--- config.mk ---
export PLATFORM = sky130hd
export DESIGN_NAME = mem_port_arbiter
export DESIGN_NICKNAME = d
export VERILOG_FILES = /design/src/rtl/mem_port_arbiter.sv
export SDC_FILE = /design/constraint.sdc
export NUM_CORES = 1
export LEC_CHECK = 0
export ABC_AREA = 1
export BUFFER_PORTS_ARGS = -buffer_cell sky130_fd_sc_hd__buf_4
export CORE_MARGIN = 1.5
export CORE_UTILIZATION = 50
export CTS_BUF_LIST = sky130_fd_sc_hd__clkbuf_2 sky130_fd_sc_hd__clkbuf_4 sky130_fd_sc_hd__clkbuf_8
export DETAILED_ROUTE_END_ITERATION = 6
export PLACE_DENSITY = 0.84
export SLEW_MARGIN = 15
export SYNTH_ARGS = -nofsm -noshare
export SYNTH_HDL_FRONTEND = slang
export SYNTH_SLANG_ARGS = --single-unit
--- constraint.sdc ---
create_clock -name clk -period 4.8 [get_ports clk]
set_input_delay 0.24 -clock clk [delete_from_list [all_inputs] [get_ports clk]]
set_output_delay 0.24 -clock clk [all_outputs]
set_load 0.02 [all_outputs]
--- src/rtl/mem_port_arbiter.sv ---
// mem_port_arbiter: shares one memory port between an instruction-fetch read
// port (if_*) and a data load/store port (dm_*). One transaction at a time:
// IDLE samples requests, ACCESS drives the memory port for MEM_LATENCY
// cycles (mem_en only in the first), DONE pulses the granted port's ack.
//
// Parameter:
//   MEM_LATENCY  cycles from mem_en to valid mem_rdata (1..15)
// Ports:
//   clk, reset                 clock, synchronous active-high reset
//   if_req/if_addr             fetch request in; if_ack/if_rdata out
//   dm_req/dm_we/dm_addr/dm_wdata  data request in; dm_ack/dm_rdata out
//   mem_en/mem_we/mem_addr/mem_wdata out, mem_rdata in: shared memory port
//   busy                       high whenever a transaction is in flight
// Build option:
//   MEM_ARB_ROUND_ROBIN_EN     defined: alternate on contention (dm first
//                              after reset); undefined: dm always wins.
module mem_port_arbiter #(
  parameter int unsigned MEM_LATENCY = 2
) (
  input  logic        clk,
  input  logic        reset,
  input  logic        if_req,
  input  logic [31:0] if_addr,
  output logic        if_ack,
  output logic [31:0] if_rdata,
  input  logic        dm_req,
  input  logic        dm_we,
  input  logic [31:0] dm_addr,
  input  logic [31:0] dm_wdata,
  output logic        dm_ack,
  output logic [31:0] dm_rdata,
  output logic        mem_en,
  output logic        mem_we,
  output logic [31:0] mem_addr,
  output logic [31:0] mem_wdata,
  input  logic [31:0] mem_rdata,
  output logic        busy
);

  localparam int unsigned CNT_W = 4;
  localparam logic [CNT_W-1:0] LAT = CNT_W'(MEM_LATENCY);

  typedef enum logic [1:0] {IDLE, ACCESS, DONE} state_e;

  state_e           state_q;
  logic [CNT_W-1:0] cnt_q;
  logic             gnt_dm_q;
  logic             we_q;
  logic             if_ack_q, dm_ack_q;
  logic [31:0]      if_rdata_q, dm_rdata_q;
  logic             mem_en_q, mem_we_q;
  logic [31:0]      mem_addr_q, mem_wdata_q;
  logic             busy_q;
  logic             pick_dm_c;

`ifdef MEM_ARB_ROUND_ROBIN_EN
  logic             last_gnt_dm_q;
`endif

  // Grant selection for the current IDLE cycle
  always_comb begin
    pick_dm_c = 1'b0;
    if (dm_req && !if_req) begin
      pick_dm_c = 1'b1;
    end else if (dm_req && if_req) begin
`ifdef MEM_ARB_ROUND_ROBIN_EN
      pick_dm_c = !last_gnt_dm_q;
`else
      pick_dm_c = 1'b1;
`endif
    end
  end

  // Transaction FSM with registered outputs
  always_ff @(posedge clk) begin
    if (reset) begin
      state_q     <= IDLE;
      cnt_q       <= '0;
      gnt_dm_q    <= 1'b0;
      we_q        <= 1'b0;
      if_ack_q    <= 1'b0;
      dm_ack_q    <= 1'b0;
      if_rdata_q  <= '0;
      dm_rdata_q  <= '0;
      mem_en_q    <= 1'b0;
      mem_we_q    <= 1'b0;
      mem_addr_q  <= '0;
      mem_wdata_q <= '0;
      busy_q      <= 1'b0;
`ifdef MEM_ARB_ROUND_ROBIN_EN
      last_gnt_dm_q <= 1'b0;
`endif
    end else begin
      // single-cycle strobes default low
      if_ack_q <= 1'b0;
      dm_ack_q <= 1'b0;
      mem_en_q <= 1'b0;
      mem_we_q <= 1'b0;
      case (state_q)
        IDLE: begin
          if (if_req || dm_req) begin
            state_q     <= ACCESS;
            cnt_q       <= CNT_W'(1);
            busy_q      <= 1'b1;
            gnt_dm_q    <= pick_dm_c;
            we_q        <= pick_dm_c && dm_we;
            mem_en_q    <= 1'b1;
            mem_we_q    <= pick_dm_c && dm_we;
            mem_addr_q  <= pick_dm_c ? dm_addr : if_addr;
            mem_wdata_q <= pick_dm_c ? dm_wdata : 32'h0;
`ifdef MEM_ARB_ROUND_ROBIN_EN
            last_gnt_dm_q <= pick_dm_c;
`endif
          end
        end
        ACCESS: begin
          if (cnt_q == LAT) begin
            // memory data is valid in this cycle; writes leave dm_rdata alone
            if (!gnt_dm_q) begin
              if_rdata_q <= mem_rdata;
            end else if (!we_q) begin
              dm_rdata_q <= mem_rdata;
            end
            if_ack_q    <= !gnt_dm_q;
            dm_ack_q    <= gnt_dm_q;
            mem_addr_q  <= '0;
            mem_wdata_q <= '0;
            state_q     <= DONE;
          end else begin
            cnt_q <= cnt_q + CNT_W'(1);
          end
        end
        DONE: begin
          state_q <= IDLE;
          cnt_q   <= '0;
          busy_q  <= 1'b0;
        end
        default: begin
          state_q <= IDLE;
        end
      endcase
    end
  end

  assign if_ack    = if_ack_q;
  assign dm_ack    = dm_ack_q;
  assign if_rdata  = if_rdata_q;
  assign dm_rdata  = dm_rdata_q;
  assign mem_en    = mem_en_q;
  assign mem_we    = mem_we_q;
  assign mem_addr  = mem_addr_q;
  assign mem_wdata = mem_wdata_q;
  assign busy      = busy_q;

endmodule

== After elaboration in Yosys (flattened, before gate mapping) ==
Index checks and enable logic that the tools add are counted.
Word-level totals
  word-level logic and storage cells: 64
  bits in writable memories: 0
  bits in latches: 0
  bits in read-only memories: 0
  output and inout bits: 133
  register bits: 141
  memories: 0
  bits of input ports: 133
Cells by class
  eq/ne operators: 6
  div/mod/pow operators: 0
  muxes and demuxes: 18
  order comparisons: 0
  shift operators: 0
  multiply operators: 0
  add/subtract/negate cells: 1
  reduce and logical (&&, ||, !) cells: 20
  bitwise operators: 6
Operator list (count)
  $mux W32: 5
  $pmux W32 S2: 2
  $pmux W4 S3: 1
  $reduce_and A3 Y1: 3
  $mux W4: 2
  $ne A2 B2 Y1 const B: 3
  $not A1 Y1: 6
  $reduce_and A2 Y1: 3
  $reduce_or A3 Y1: 2
  $add A4 B1 Y4 const B: 1
  $eq A4 B2 Y1 const B: 1
  $mux W1: 4
  $mux W2: 2
  $pmux W2 S2: 1
  $reduce_and A4 Y1: 1
  $reduce_bool A2 Y1: 2
  $logic_and A1 B1 Y1: 3
  $reduce_bool A3 Y1: 1
  $eq A2 B1 Y1 const B: 1
  $eq A2 B2 Y1 const B: 1
  $logic_not A1 Y1: 2
  $logic_not A2 Y1: 1
  $pmux W1 S2: 1
  $reduce_or A2 Y1: 1
  $logic_or A1 B1 Y1: 1

== Longest topological paths before layout ==
Gate-level depths: netlist of run 1.
  depth in word-level cells: 6
  depth in mapped cells: 10
  mapped depth without buffers: 8

== Worst setup path after synthesis of run 1 ==
Ideal clock, no wire load.
  kind: register to register
  start: register state_q[1]
  end: register mem_wdata_q[10] (netlist: mem_wdata[10])
  arrival time: 1402 ps
  cell stages (with the launch flop): 11
  setup slack: 3284 ps
  setup time: 114 ps
  path buffers: 3
  period minus slack after synthesis: 1516 ps
  cells stage by stage: dfxtp_1 -> inv_1 -> ha_1 -> buf_4 -> inv_2 -> nand2_1 -> nand3_4 -> buf_6 -> buf_6 -> a21oi_1 -> nor2_1
On the way
  longest elaborated chain between the ends: 3
RTL lines
  from (decl): RTL line 45  | state_e state_q;
  from (signal assigned): RTL line 77  | state_q <= IDLE;
  from (signal assigned): RTL line 102  | state_q <= ACCESS;
  from (signal assigned): RTL line 128  | state_q <= DONE;
  $eq A2 B1 Y1 or $logic_not A2 Y1 (tied branches): RTL line 99  | case (state_q)
  $ne A2 B2 Y1 (no source line) or $reduce_bool A2 Y1 (tied branches)
  $reduce_and A3 Y1 (no source line)
  to (signal assigned): RTL line 110  | mem_wdata_q <= pick_dm_c ? dm_wdata : 32'h0;
  to (decl): RTL line 52  | logic [31:0] mem_addr_q, mem_wdata_q;
Parallel ways exist; a longest one is shown, timed or not.
A chain may end at the register's enable or synchronous reset.

== Worst setup path in the final report of run 1 ==
  start: register state_q[1]
  end: register mem_wdata_q[16] (netlist: mem_wdata[16])
The elaborated chain is that of the path after synthesis.

==> metrics.csv, run 1 <==
metric;value;unit
status;finished, final reports clean;
Reg-to-Reg End;mem_wdata[16];
WL per Instance;12.7;µm
worst relative slew slack;26.6;%
vias in the first global route;5677;
net switching power;0.00130;W
io pins;266;
final instance area;0.00852;mm²
Clock power frac;28.4;%
Max Fclk;319;MHz
CTS HTree Levels;4;
Mapped Nets;1060;
FF-to-FF setup slack;1.66;ns
cells on worst reg2reg path;9;
die area;0.0130;mm²
critical path launch point type;register;
grt ovf;0;
Worst-path clk slew;0.09;ns
GPL Wtd Cong;0.833;
Most common cell on crit path;nand2_1;
worst setup path start;state_q[1];
Pins Over Slew Limit;0;
Mean Syn Cell Area;6.68;µm²
Clk Latency, worst-skew pair;0.43;ns
Setup Skew;0.0110;ns
Syn Std Cell Area;0.00615;mm²
CP required;5.13;ns
Comb pwr share;32.9;%
fill count;1056;
CP max stage cell;nand3_4;
ant diodes;0;
Post-DP Area;0.00806;mm²
Num CTS Buffers;17;
vias after detailed routing;6276;
# rows;40;
postcts setup bufs;0;
antenna-violating nets left;0;
PortBufs;265;
Seq cells post-synth;141;
clk sink count;141;
Sequential Power Share;38.8;%
DRC Markers;0;
sequential share of the synthesized area;45.9;%
core area;0.0120;mm²
initial antenna violation count;0;
total negative slack;0;ns
routed wire length;16.6;mm
Tot GR Track Use;25.4;%
hpwl dp;11.6;mm
worst setup margin;1.66;ns
Lkg Pwr;4.45;nW
Syn. warnings;0;
Initial Util;51.2;%
Area Overhead vs Synth;38.6;%
CP Data Arrival Time;3.47;ns
Net Sw Frac;35.5;%
CP endpoint;mem_wdata[16];
commonest non-fill, non-tap cell in the layout;nor2_1;
Net count, final;1294;
Power Dens Cells;429;mW/mm²
Final period util;65.4;%
DR iter-0 viols;432;
Mapped Cells;920;
layout cells sized above 1;26.9;%
Worst Tran Pin Value;1.10;ns
setup violators final;0;
CTS max path bufs;2;
Max-Cap Viols;0;
crit end category;register;
RSZ-0062 raised after global routing;false;
worst-path cell chain;inv_1, ha_1, inv_2, nand2_1, nand3_4, buf_4, nand2_1, nand2_1, nor2_1;
first-pass GRT wire length;26.1;mm
Setup WS pre-CTS;1.69;ns
commonest cells after routing, fill and taps aside;nor2_1 (277), buf_4 (269), nand2_1 (167), dfxtp_1 (141), inv_1 (105);
root buffer cell;clkbuf_8;
die width;114;µm
overall power;0.00366;W
Worst R2R Start;state_q[1];
Via density;4.78;
Final min period;3.14;ns
CTS tree;built;
post-synth cell types;23;
maximum vdd drop;0.000238;V
final cell count without fillers;1314;
largest net degree at the start of global routing;69;
Pint;0.00236;W
die height;114;µm
critical path peak fanout;68;
hold crit path type;input port to register;
Initial DRT Pass Iterations;5;
CP Class;register to register;
delay of the slowest critical-path stage;0.66;ns
dpl cells;1280;
final hold violations;0;
synthesized netlist by cell type:
| cell type | instances | area, µm² |
|---|---|---|
| nor2_2 | 2 | 12.5 |
| ha_1 | 7 | 87.6 |
| nand2_1 | 167 | 627 |
| nand3_4 | 1 | 17.5 |
| buf_6 | 5 | 56.3 |
| inv_2 | 3 | 11.3 |
| nand4_1 | 12 | 75.1 |
| nor2_1 | 278 | 1040 |
| buf_2 | 32 | 160 |
| buf_1 | 1 | 3.75 |
| dfxtp_1 | 141 | 2820 |
| inv_1 | 106 | 398 |
| nand3_2 | 1 | 10.0 |
| buf_4 | 2 | 15.0 |
| nand2_4 | 1 | 11.3 |
| o31ai_1 | 1 | 7.51 |
| nand2_2 | 2 | 12.5 |
| nand3_1 | 14 | 70.1 |
| o21ai_0 | 90 | 450 |
| a21oi_1 | 36 | 180 |
| clkbuf_1 | 16 | 60.1 |
| nor2_4 | 1 | 11.3 |
| nor3_1 | 1 | 5.00 |
metrics by stage:
step | util, % | hold WS [ns]
floorplan | - | 0.369
finish | 70.9 | 0.0306
CTS | 70.9 | 0.000717
detailed placement | 67.1 | 0.454
global placement | 67.1 | 0.451
global route | 70.9 | 0.000307
kinds of logic after synthesis:
logic type / Yosys count / synth area share (%)
fa+ha+maj: 7 / 1.42
buf+inv: 165 / 11.5
simple gates: 480 / 30.8
flops: 141 / 45.9
compound gates: 127 / 10.4
worst min-delay path by stage:
stage,slack (ns),to,startpoint,depth (start not counted)
detailed placement,0.45,mem_wdata[2],mem_wdata[2],2
global route,0.0003,mem_wdata[19],dm_wdata[19],3
finish,0.03,if_rdata[31],mem_rdata[31],3
floorplan,0.37,mem_we,dm_we,2
CTS,0.0007,mem_wdata[24],dm_wdata[24],3
global placement,0.45,mem_wdata[2],mem_wdata[2],2
worst max-delay path, delay by kind of cell, from the launching register on:
family | cells | cell delay, ns
simple gates | 5 | 1.32
buf+inv | 3 | 1.03
flops | 1 | 0.37
fa+ha+maj | 1 | 0.31
power groups by stage:
stage          Clock (W)  Sequential (W)  Combinational [W]
6_report         0.00104         0.00142            0.00120
5_1_grt          0.00111         0.00143            0.00134
4_1_cts          0.00106         0.00142            0.00121
3_5_place_dp           0         0.00144            0.00120
3_3_place_gp           0         0.00144            0.00117
2_1_floorplan          0         0.00162           0.000602
layout make-up:
cell class	instances	area (µm²)	area share (%)
well taps	147	184	2.16
flip-flops and latches	141	2820	33.1
repair buffers	271	2040	23.9
multi-input cells	614	2620	30.8
clock inverters	13	178	2.09
clock buffers	19	262	3.07
inverters	109	410	4.82
sequential cells by signal (all words and copies together), names as in the netlist, 2 cells and up:
| register | flops |
|---|---|
| mem_wdata | 32 |
| if_rdata | 32 |
| dm_rdata | 32 |
| mem_addr | 32 |
| state_q | 2 |
| cnt_q | 4 |
metal layers:
| metal | wire length, µm | up-vias | track usage, % |
|---|---|---|---|
| li1 | - | 3268 | - |
| met1 | 6880 | 2743 | 28.9 |
| met2 | 7960 | 236 | 44.3 |
| met3 | 1450 | 29 | 8.77 |
| met4 | 346 | 0 | 8.83 |
| met5 | 0 | - | 0 |
repair_timing:
| item | CTS | global route |
|---|---|---|
| hold buffers | 2 | 0 |
| hold endpoints to repair | 2 | 0 |
| resized for setup | 0 | 0 |
Note: power is estimated with default switching activity, not from simulation.
==> run 2: changes to the inputs <==
- CORE_UTILIZATION: 50 -> 49
- PLACE_DENSITY: 0.84 -> 0.82
- clock period: 4.8 -> 3.1 ns (I/O delays scaled with it)
==> metrics.csv, run 2 (synthesized netlist as in run 1, its figures left out) <==
metric;value;unit;change
Pins Over Slew Limit;0;;unchanged
RSZ-0062 raised after global routing;false;;
GPL Wtd Cong;0.808;;-3.0%
ant diodes;0;;unchanged
Fin Hold WS;0.0693;ns;+0.0387 ns
setup violators final;0;;unchanged
vias after detailed routing;6539;;+4.2%
hold crit path type;input port to register;;
CTS tree;built;;
WL per Instance;13.1;µm;+3.4%
PortBufs;265;;unchanged
WHS Endpoint;mem_addr[25];;
core area;0.0121;mm²;+0.83%
CP Class;register to register;;
DR iter-0 viols;478;;+11%
Initial DRT Pass Iterations;5;;unchanged
final core utilization;76.0;%;+5.1 points
Max-Cap Viols;0;;unchanged
Via density;4.68;;-2.0%
commonest non-fill, non-tap cell in the layout;nor2_1;;
Clock power frac;28.4;%;about the same
Net Sw Frac;34.4;%;-1.2 points
DRC Markers;0;;unchanged
postcts setup bufs;0;;unchanged
Worst-path clk slew;0.08;ns;about the same
Worst Path Buf+Inv;3;;unchanged
net switching power;0.00200;W;+54%
worst relative slew slack;25.6;%;-1.0 points
FF-to-FF setup slack;0.75;ns;-0.91 ns
crit end category;register;;
CTS max path bufs;2;;unchanged
CP required;3.48;ns;-1.65 ns
antenna-violating nets left;0;;unchanged
clk sink count;141;;unchanged
CP max stage cell;inv_2;;
vias in the first global route;6094;;+7.3%
Num CTS Buffers;17;;unchanged
die area;0.0132;mm²;+2.0%
Worst Tran Pin Value;1.12;ns;+0.0156 ns
Sequential Power Share;37.7;%;-1.1 points
Final min period;2.35;ns;-0.787 ns
Top delay family on crit path;buffers and inverters;;
io pins;266;;unchanged
maximum vdd drop;0.000387;V;+63%
# rows;40;;unchanged
routed wire length;18.3;mm;+9.9%
Lkg Pwr;4.72;nW;+6.2%
CTS HTree Levels;4;;unchanged
status;finished, final reports clean;;
CP Data Arrival Time;2.73;ns;-0.74 ns
first-pass GRT wire length;28.7;mm;+9.9%
die width;115;µm;+0.99%
initial antenna violation count;0;;unchanged
total negative slack;0;ns;unchanged
commonest cells after routing, fill and taps aside;nor2_1 (277), buf_4 (269), nand2_1 (167), dfxtp_1 (141), inv_1 (105);;
layout cells sized above 1;25.6;%;-1.3 points
worst-path cell chain;inv_1, ha_1, nand3_2, inv_1, nand2_2, inv_2, nor2_1, nor2_1;;
critical path peak fanout;33;;-51%
Hold Path Depth;5;;+2
Comb pwr share;33.9;%;+1.0 points
grt ovf;0;;unchanged
Final period util;75.9;%;+10 points
hpwl dp;11.4;mm;-1.8%
Pint;0.00381;W;+62%
Area Overhead vs Synth;49.8;%;
Power Dens Cells;631;mW/mm²;+47%
Initial Util;50.8;%;-0.42 points
final hold violations;0;;unchanged
cells on worst reg2reg path;8;;-1
Setup Skew;0.0132;ns;+0.00223 ns
Tot GR Track Use;27.4;%;+2.1 points
Clk Latency, worst-skew pair;0.45;ns;+0.02 ns
Reg-to-Reg End;dm_rdata[11];;
largest net degree at the start of global routing;73;;+5.8%
Worst R2R Start;state_q[1];;
root buffer cell;clkbuf_8;;
Max Fclk;425;MHz;+33%
Hold Startpoint;dm_addr[25];;
critical path launch point type;register;;
die height;115;µm;+0.99%
Net count, final;1357;;+4.9%
delay of the slowest critical-path stage;0.57;ns;-0.09 ns
-- run 2: changes by cell type in the layout (fill, tap and decap cells not counted), sizes merged --
cell,change
buf,+2
bufinv,+1
clkbuf,+2
clkinvlp,+1
dlygate4sd3,+61
inv,-5
-- run 2: worst max path at each step --
stage / startpoint / to / cells past startpoint
after floorplan: state_q[1] / mem_wdata[10] / 10
after global placement: state_q[1] / dm_rdata[6] / 8
after detailed placement: state_q[1] / dm_rdata[29] / 8
after CTS: state_q[1] / dm_rdata[5] / 8
after global routing: state_q[1] / dm_rdata[11] / 8
final: state_q[1] / dm_rdata[11] / 8
-- run 2: layer usage --
metal | vias to the layer above | routed length (µm) | track usage, %
met5 | - | 0 | 0
met1 | 2863 | 7550 | 30.9
met2 | 259 | 8800 | 48.3
met3 | 28 | 1560 | 9.17
li1 | 3389 | - | -
met4 | 0 | 375 | 10.0
-- run 2: stage by stage --
step           setup WS, ns  instances  total power (W)  area, µm²
6_report              0.748       1397          0.00581       9210
5_1_grt               0.468       1397          0.00614       9210
4_1_cts               0.722       1397          0.00582       9210
3_5_place_dp          0.750       1303          0.00410       8130
3_3_place_gp          0.849       1303          0.00407       8130
2_1_floorplan          1.58        920          0.00345       6150
-- run 2: power by group through the flow --
stage / Combinational [W] / Clock (W) / Sequential (W)
final: 0.00197 / 0.00165 / 0.00219
after global routing: 0.00217 / 0.00175 / 0.00222
after CTS: 0.00195 / 0.00168 / 0.00219
after detailed placement: 0.00187 / 0 / 0.00223
after global placement: 0.00184 / 0 / 0.00222
after floorplan: 0.000932 / 0 / 0.00251
-- run 2: worst register-to-register path, delay by kind of cell, from the launching register on --
family | cells | cell delay, ns
fa+ha+maj | 1 | 0.37
buf+inv | 3 | 0.82
simple gates | 4 | 0.77
flops | 1 | 0.34
-- run 2: cell type report --
cell class	instances	area (µm²)
fillers	902	2900
clock inverters	10	161
clock buffers	21	289
multi-input cells	614	2620
flip-flops and latches	141	2820
well taps	168	210
inverters	109	410
repair buffers	334	2690
-- run 2: what timing repair did --
| item | in CTS | in global routing |
|---|---|---|
| gates resized for setup | 0 | 0 |
| endpoints found under the setup margin | 0 | 0 |
| endpoints found under the hold margin | 101 | 0 |
| hold buffers | 63 | 0 |
==> run 3: changes to the inputs <==
- ABC_AREA: 1 -> 0
- CORE_UTILIZATION: 49 -> 43
- PLACE_DENSITY: 0.82 -> 0.78
- clock period: 3.1 -> 2.1 ns (I/O delays scaled with it)
==> metrics.csv, run 3 <==
metric;value;unit;change
status;finished, final reports clean;;
critical path peak fanout;42;;+27%
die area;0.0137;mm²;+3.7%
grt ovf;0;;unchanged
maximum vdd drop;0.000480;V;+24%
Worst Tran Pin Value;0.556;ns;-0.559 ns
CP Data Arrival Time;2.36;ns;-0.37 ns
Syn. warnings;0;;unchanged
postcts setup bufs;0;;unchanged
routed wire length;19.1;mm;+4.3%
CTS max path bufs;2;;unchanged
hold crit path type;input port to register;;
io pins;266;;unchanged
total negative slack;0;ns;unchanged
vias in the first global route;5891;;-3.3%
fill count;855;;-5.2%
core area;0.0127;mm²;+4.6%
CP Class;register to register;;
# rows;41;;+2.5%
CTS HTree Levels;4;;unchanged
die width;117;µm;+1.8%
Pins Over Slew Limit;0;;unchanged
Clk Latency, worst-skew pair;0.44;ns;about the same
root buffer cell;clkbuf_8;;
post-synth cell types;34;;+48%
hpwl dp;11.2;mm;-1.4%
PortBufs;265;;unchanged
Setup Skew;0.0137;ns;+0.000554 ns
Power Dens Cells;722;mW/mm²;+14%
CTS tree;built;;
critical path launch point type;register;;
Mean Syn Cell Area;8.68;µm²;+30%
die height;117;µm;+1.8%
Seq cells post-synth;141;;unchanged
Mapped Cells;645;;-30%
clk sink count;141;;unchanged
Via density;5.10;;+8.9%
ant diodes;0;;unchanged
DR iter-0 viols;443;;-7.3%
worst relative slew slack;62.9;%;+37 points
Net count, final;1149;;-15%
count leader, synth;nand2_1;;
Final period util;96.3;%;+20 points
ranking of synthesized cells by area;dfxtp_1 (50%), nand2_1 (11%), nand3b_1 (8.7%);;
Area Overhead vs Synth;67.4;%;
vias after detailed routing;6089;;-6.9%
commonest cells in the netlist;nand2_1 (163), dfxtp_1 (141), a21oi_1 (69);;
layout cells sized above 1;31.8;%;+6.2 points
crit end category;register;;
CP required;2.44;ns;-1.04 ns
GPL Wtd Cong;0.803;;-0.63%
Yosys top cell by area;dfxtp_1;;
Initial DRT Pass Iterations;5;;unchanged
sequential share of the synthesized area;50.4;%;+4.5 points
number of synthesized flops with an enable pin;0;;unchanged
commonest non-fill, non-tap cell in the layout;buf_4;;
RSZ-0062 raised after global routing;false;;
Worst-path clk slew;0.08;ns;about the same
setup violators final;0;;unchanged
Lkg Pwr;4.19;nW;-11%
first-pass GRT wire length;28.4;mm;-1.2%
asr flop ratio synth;0;%;unchanged
commonest cells after routing, fill and taps aside;buf_4 (276), nand2_1 (163), dfxtp_1 (141), dlygate4sd3_1 (116), a21oi_1 (69);;
Num CTS Buffers;17;;unchanged
antenna-violating nets left;0;;unchanged
Fin Hold WS;0.0249;ns;-0.0444 ns
Mapped Nets;785;;-26%
Final min period;2.02;ns;-0.328 ns
final hold violations;0;;unchanged
Tot GR Track Use;26.8;%;-0.61 points
Max Fclk;494;MHz;+16%
Max-Cap Viols;0;;unchanged
initial antenna violation count;0;;unchanged
top-area cell type share of the netlist area;50.4;%;+4.5 points
Initial Util;44.2;%;-6.6 points
commonest register cell after synthesis;dfxtp_1;;
Syn Std Cell Area;0.00560;mm²;-8.9%
largest net degree at the start of global routing;60;;-18%
WL per Instance;16.0;µm;+22%
DRC Markers;0;;unchanged
## run 3: changes by cell type in the layout (fill, tap and decap cells not counted), moves of 7 or more
cell / delta
a21oi_1: +33
buf_4: +7
dlygate4sd3_1: +53
inv_1: -97
mux2i_1: +33
nand3_1: +21
nand3b_1: +65
nand4_1: -12
nor2_1: -267
o21ai_0: -87
o31ai_1: +30
## run 3: cell type report
type | instances | area [µm²] | share of cell area, %
clock buffer | 22 | 297 | 3.16
clock inverter | 10 | 88.8 | 0.947
inverter | 8 | 30.0 | 0.320
multi-input combinational | 441 | 2530 | 27.0
sequential | 141 | 2820 | 30.1
tap | 172 | 215 | 2.30
timing repair buffer | 400 | 3390 | 36.2
## run 3: path summary, 6_finish.rpt
path,cells after the start,endpoint,startpoint,slack (ns)
worst max-delay path,5,mem_addr[3],cnt_q[1],0.08
worst min-delay path,3,mem_addr[6],dm_addr[6],0.02
worst max register to register,5,mem_addr[3],cnt_q[1],0.08
worst min register to register,2,if_rdata[5],if_rdata[5],0.45
## run 3: metal layers
layer	vias to the layer above	wire length [µm]	track usage (%)
met4	0	467	11.0
met1	2843	7250	28.6
met2	285	9850	49.7
li1	2929	-	-
met3	32	1510	7.67
met5	-	0	0
## run 3: through the flow
stage	setup slack, ns	instances	total power, W	util [%]	cell area (µm²)
after global routing	0.00645	1194	0.00706	74.0	9380
after floorplan	0.232	645	0.00381	-	5600
final	0.0767	1194	0.00677	74.0	9380
after CTS	0.0794	1194	0.00676	74.0	9370
after detailed placement	0.0878	1046	0.00450	61.8	7830
after global placement	0.231	1046	0.00448	61.8	7830
## run 3: kinds of logic after synthesis
group / after synthesis / share of synthesized area (%)
adder cells (fa/ha/maj): 7 / 1.56
multiplexers: 33 / 5.90
flip-flops: 141 / 50.4
AO/OA/AOI/OAI: 113 / 12.1
AND/OR/NAND/NOR: 288 / 25.2
buffers and inverters: 63 / 4.87
## run 3: timing repair
| action | CTS | global route |
|---|---|---|
| endpoints found under the setup margin | 0 | 1 |
| hold buffers | 116 | 0 |
| endpoints found under the hold margin | 125 | 0 |
| resized for setup | 0 | 1 |
## run 3: critical path, stage by stage (launching register included)
cell	delay, ns
dfxtp_1	0.38
ha_1	0.18
or3b_4	0.42
a211o_2	0.43
buf_12	0.20
o31ai_1	0.28
## run 3: where the power goes
part           switching [W]  internal, W  leakage (nW)
Clock                0.00102      0.00107         0.202
Combinational       0.000894     0.000816          2.84
Sequential          0.000112      0.00285          1.14
